--- src/rtl/scan_mux_nto1.sv ---
// rtl/scan_mux_nto1.sv - registered N:1 channel mux with manual select and masked round-robin scan
// Output register is a single valid/ready slot; a new sample loads only when the slot is free.
module scan_mux_nto1 #(
  parameter int WIDTH  = 8,
  parameter int NUM_CH = 8,
  parameter int SEL_W  = 3
) (
  input  logic                    Clk,
  input  logic                    Reset,
  input  logic [NUM_CH*WIDTH-1:0] In,
  input  logic                    Mode,
  input  logic [SEL_W-1:0]        Select,
  input  logic [NUM_CH-1:0]       Mask,
  input  logic                    Ready,
  output logic [WIDTH-1:0]        Out,
  output logic [SEL_W-1:0]        OutSel,
  output logic                    Valid
);

  typedef enum logic [1:0] {
    IDLE = 2'd0,
    MAN  = 2'd1,
    SCAN = 2'd2
  } state_t;

  state_t state, state_nxt;

  logic [SEL_W-1:0]  ptr;
  logic [SEL_W-1:0]  ptr_nxt;
  logic [SEL_W-1:0]  pick;
  logic [SEL_W-1:0]  load_sel;
  logic [SEL_W:0]    sum;
  logic [2*NUM_CH-1:0] rot;
  logic [WIDTH-1:0]  load_data;
  logic              hit;
  logic              free;
  logic              sel_ok;
  logic              load;
  logic              drop;
  logic              ptr_load;

  assign free   = !Valid || Ready;
  assign sel_ok = ({1'b0, Select} < (SEL_W+1)'(NUM_CH));

  // Rotate the mask so bit 0 is the channel at ptr; the lowest set bit is the next grant.
  always_comb begin
    rot  = {Mask, Mask} >> ptr;
    hit  = 1'b0;
    pick = '0;
    sum  = '0;
    for (int j = NUM_CH - 1; j >= 0; j--) begin
      if (rot[j]) begin
        hit = 1'b1;
        sum = {1'b0, ptr} + (SEL_W+1)'(j);
        if (sum >= (SEL_W+1)'(NUM_CH)) begin
          sum = sum - (SEL_W+1)'(NUM_CH);
        end
        pick = sum[SEL_W-1:0];
      end
    end
  end

  assign ptr_nxt = (pick == SEL_W'(NUM_CH - 1)) ? '0 : pick + 1'b1;

  always_comb begin
    load_data = '0;
    for (int k = 0; k < NUM_CH; k++) begin
      if (load_sel == SEL_W'(k)) begin
        load_data = In[k*WIDTH +: WIDTH];
      end
    end
  end

  always_ff @(posedge Clk) begin
    if (Reset) begin
      state  <= IDLE;
      ptr    <= '0;
      Out    <= '0;
      OutSel <= '0;
      Valid  <= 1'b0;
    end else begin
      state <= state_nxt;
      if (load) begin
        Out    <= load_data;
        OutSel <= load_sel;
        Valid  <= 1'b1;
      end else if (drop) begin
        Valid <= 1'b0;
      end
      if (ptr_load) begin
        ptr <= ptr_nxt;
      end
    end
  end

  always_comb begin
    state_nxt = state;
    case (state)
      IDLE: begin
        if (!Mode) begin
          state_nxt = MAN;
        end else if (|Mask) begin
          state_nxt = SCAN;
        end
      end
      MAN: begin
        if (free && Mode) begin
          state_nxt = (|Mask) ? SCAN : IDLE;
        end
      end
      SCAN: begin
        if (free) begin
          if (!Mode) begin
            state_nxt = MAN;
          end else if (!hit) begin
            state_nxt = IDLE;
          end
        end
      end
      default: state_nxt = IDLE;
    endcase
  end

  // A mode switch consumes its free-slot edge without loading, so a taken sample is never re-presented.
  always_comb begin
    load     = 1'b0;
    drop     = 1'b0;
    ptr_load = 1'b0;
    load_sel = Select;
    case (state)
      IDLE: drop = 1'b1;
      MAN: begin
        if (free) begin
          if (Mode || !sel_ok) begin
            drop = 1'b1;
          end else begin
            load = 1'b1;
          end
        end
      end
      SCAN: begin
        load_sel = pick;
        if (free) begin
          if (!Mode || !hit) begin
            drop = 1'b1;
          end else begin
            load     = 1'b1;
            ptr_load = 1'b1;
          end
        end
      end
      default: drop = 1'b1;
    endcase
  end

endmodule
--- config.mk ---
export PLATFORM = sky130hd
export DESIGN_NAME = scan_mux_nto1
export DESIGN_NICKNAME = d
export VERILOG_FILES = /design/src/rtl/scan_mux_nto1.sv
export SDC_FILE = /design/constraint.sdc
export NUM_CORES = 1
export LEC_CHECK = 0
export CAP_MARGIN = 10
export CORE_MARGIN = 1
export CORE_UTILIZATION = 50
export CTS_CLUSTER_DIAMETER = 200
export CTS_CLUSTER_SIZE = 30
export DETAILED_ROUTE_END_ITERATION = 10
export PLACE_DENSITY_LB_ADDON = 0.08
export SYNTH_ARGS = -nofsm -noshare
export SYNTH_HDL_FRONTEND = slang
export SYNTH_SLANG_ARGS = --single-unit
export TNS_END_PERCENT = 30
--- constraint.sdc ---
create_clock -name Clk -period 10.5 [get_ports Clk]
set_clock_uncertainty 0.05 [all_clocks]
set_input_delay 2.1 -clock Clk [delete_from_list [all_inputs] [get_ports Clk]]
set_output_delay 2.1 -clock Clk [all_outputs]
set_load 0.005 [all_outputs]
==> results by group <==
Outcome
  • Outcome: finished, final reports clean

Detailed routing
  • Antenna violation net count after detailed routing: 0
  • Vias/cell: 6.28
  • Overall routed net length: 7950 microns
  • Initial DRC count: 259
  • Via Count: 2901
  • DRC Markers: 0
  • Detailed Routing Iterations Pass 1: 5
  • Avg WL per Cell: 17.2 microns

Clock network
  • CTS buffer count: 3
  • CTS resizes: 0
  • Post-CTS setup buffers: 0
  • H-tree Lvls: 1
  • CTS Buffer Depth: 2
  • Clock latency at the later pin of the worst-skew pair: 0.25 ns
  • Root Buffer: clkbuf_8
  • CTS sink cnt: 17
  • Clock slew at reported path FFs: 0.07 ns
  • CTS tree: yes
  • Hold_buf cts: 0

Worst hold path
  • Tightest Hold Check Type: flop to flop
  • Hold Path Depth: 2

Flow run
  • Max Cap Viol: 0

Layout
  • Finished Core Util: 72.7%
  • Antenna cells: 0
  • Fraction of layout cells with a size suffix above 1: 13.7%
  • # nets final: 483
  • Design area: 3550 sq um
  • Area Growth Syn to Fin: 35.6%

Setup path
  • CP Launch Type: primary input
  • Crit end category: flop
  • Maximum fanout along the worst path: 19
  • Slowest cell on the critical path: nor2_2
  • Critical Path AT: 5.89 ns
  • Worst path cell trace: clkdlybuf4s50_1 > mux4_2 > mux2i_4 > or3b_4 > o21ai_0 > a21oi_2 > nor2_2 > mux4_2 > nor2_1 > o32ai_1
  • Reg2Reg Depth: 10
  • Kind of critical path: primary input to flop
  • Worst path required time: 10.57 ns
  • Critical path's largest stage delay: 0.74 ns
  • CP dominant cell by count: mux4_2

Die
  • Die Span X: 74.3 microns
  • Initial Util: 53.6%
  • Core box area: 4880 sq um
  • Die ar.: 5530 sq um
  • I/O pin cnt: 91
  • Row count: 25
  • Chip height: 74.3 microns

Synthesis
  • Register area share after synthesis: 13.0%
  • Number of synthesized register bits: 17
  • YS warnings: 0
  • Synth Cell Area: 2620 sq um
  • Syn Area/Cell: 8.20 sq um
  • Prevailing post-synth register cell: dfxtp_1
  • Cells after Synth: 319
  • Synth top area cells: dfxtp_1, mux2i_1, mux2_2
  • Netlist cell types: 61
  • Area leader, netlist: dfxtp_1
  • Asr flop ratio synth: 0%
  • Post-synth EDFFs: 0
  • Yosys top cell area share: 13.0%
  • Syn nets: 406

Place
  • DP HPWL: 6050 microns
  • Post-place instance area: 3500 sq um
  • Port Buffer Count: 90
  • Place WS: 4.47 ns
  • Routability cong.: 0.956

Global routing
  • Total grt overflow: 0
  • Vias in the first global route: 2695
  • Gr usage total: 29.4%
  • Largest net degree at the start of global routing: 42
  • First-pass GRT wire length: 12800 microns
  • Antenna violations before repair: 0

Timing
  • Slew Viols, Final: 0
  • Fmax: 0.172 GHz
  • Min Tclk post-route: 5.82 ns
  • Relative slew slack: 37.5%
  • Fin worst setup slack: 4.68 ns
  • Final setup fails: 0
  • Fin crit share: 55.4%
  • RSZ-0062 raised after global routing: false
  • Worst-margin pin slew: 0.931 ns
  • Fin Setup TNS: 0 ns
  • Final hold vios: 0

Pwr
  • Worst vdd ir: 0.0510 mV
  • Tot Pwr: 362 uW
  • Power Density: 102 nW/um^2
  • Leak: 0.00123 uW
==> per-layer routing <==
layer  routed length (microns)  share of wire (%)  vias up  track usage [%]
li1                          -                  -     1387                -
met1                      3360                 42     1337             40.1
met2                      3680                 46      165             46.9
met3                       820                 10       12             8.54
met4                        93                1.2        0             5.24
met5                         0                  0        -                0
==> logic make-up (layout without fill, tap and decap cells) <==
group / count (synthesis) / after routing / share of synthesized area [%]
buf+inv: 37 / 113 / 7.08
flops: 17 / 17 / 13.0
compound gates: 86 / 86 / 23.7
mux: 62 / 62 / 30.6
simple gates: 109 / 109 / 21.8
fa+ha+maj: 8 / 8 / 3.83
==> cells in the final DEF (no fill, tap or decap), types with 3 or more instances in the layout <==
cell type,count
o21ai_0,14
nor2b_1,5
nor2_1,26
nor3_1,17
a31oi_1,6
clkdlybuf4s50_1,90
nand2_1,20
o211ai_1,5
ha_1,8
nand3_1,11
or3b_2,4
clkbuf_8,3
mux4_2,11
inv_1,14
buf_4,4
a21oi_1,10
o32ai_1,3
o21ai_1,7
a211oi_1,6
mux2_2,23
nand3b_1,6
o31a_1,7
dfxtp_1,17
nand2b_1,5
a222oi_1,7
mux2i_1,26
==> state kept, by name (all words and copies together) (netlist names) <==
register	flops
OutSel	3
Valid	1
state	2
Out	8
ptr	3
==> report_power, final <==
group	switching, uW	total, uW	internal (uW)
clock network	24.0	51.0	27.0
logic	120	237	117
registers	4.53	74.2	69.6
==> layout make-up <==
type / instances / area [sq um]
fill: 412 / 1330
tap: 67 / 83.8
multi-input combinational: 265 / 2090
inverter: 15 / 56.3
sequential: 17 / 340
timing repair buffer: 94 / 931
clock buffer: 4 / 45.0
==> worst paths after layout <==
path,start,end,slack (ns)
worst max-delay path,Mask[1],Out[4]$_SDFFE_PP0P_,4.68
worst min-delay path,Out[3]$_SDFFE_PP0P_,Out[3]$_SDFFE_PP0P_,0.40
worst min register to register,Out[3]$_SDFFE_PP0P_,Out[3]$_SDFFE_PP0P_,0.40
worst max register to register,ptr[1]$_SDFFE_PP0P_,Out[4]$_SDFFE_PP0P_,6.46
==> worst max-delay path, delay by kind of cell <==
| family | cells | cell delay [ns] |
|---|---|---|
| compound gates | 3 | 0.47 |
| buf+inv | 1 | 0.64 |
| mux | 3 | 1.41 |
| simple gates | 3 | 1.27 |
==> cell usage after synthesis (7+ instances only) <==
master,instances
a21oi_1,10
nand2_1,20
nand3_1,11
mux4_2,11
mux2i_1,26
clkbuf_1,10
nor3_1,17
mux2_2,23
dfxtp_1,17
o21ai_1,7
inv_1,14
a222oi_1,7
o21ai_0,14
o31a_1,7
nor2_1,26
ha_1,8
==> through the flow <==
step | cells | hold WS, ns
2_1_floorplan | 319 | 0.393
4_1_cts | 462 | 0.405
6_report | 462 | 0.404
3_5_place_dp | 458 | 0.393
5_1_grt | 462 | 0.433
3_3_place_gp | 458 | 0.385
(Power assumes the default switching activity.)
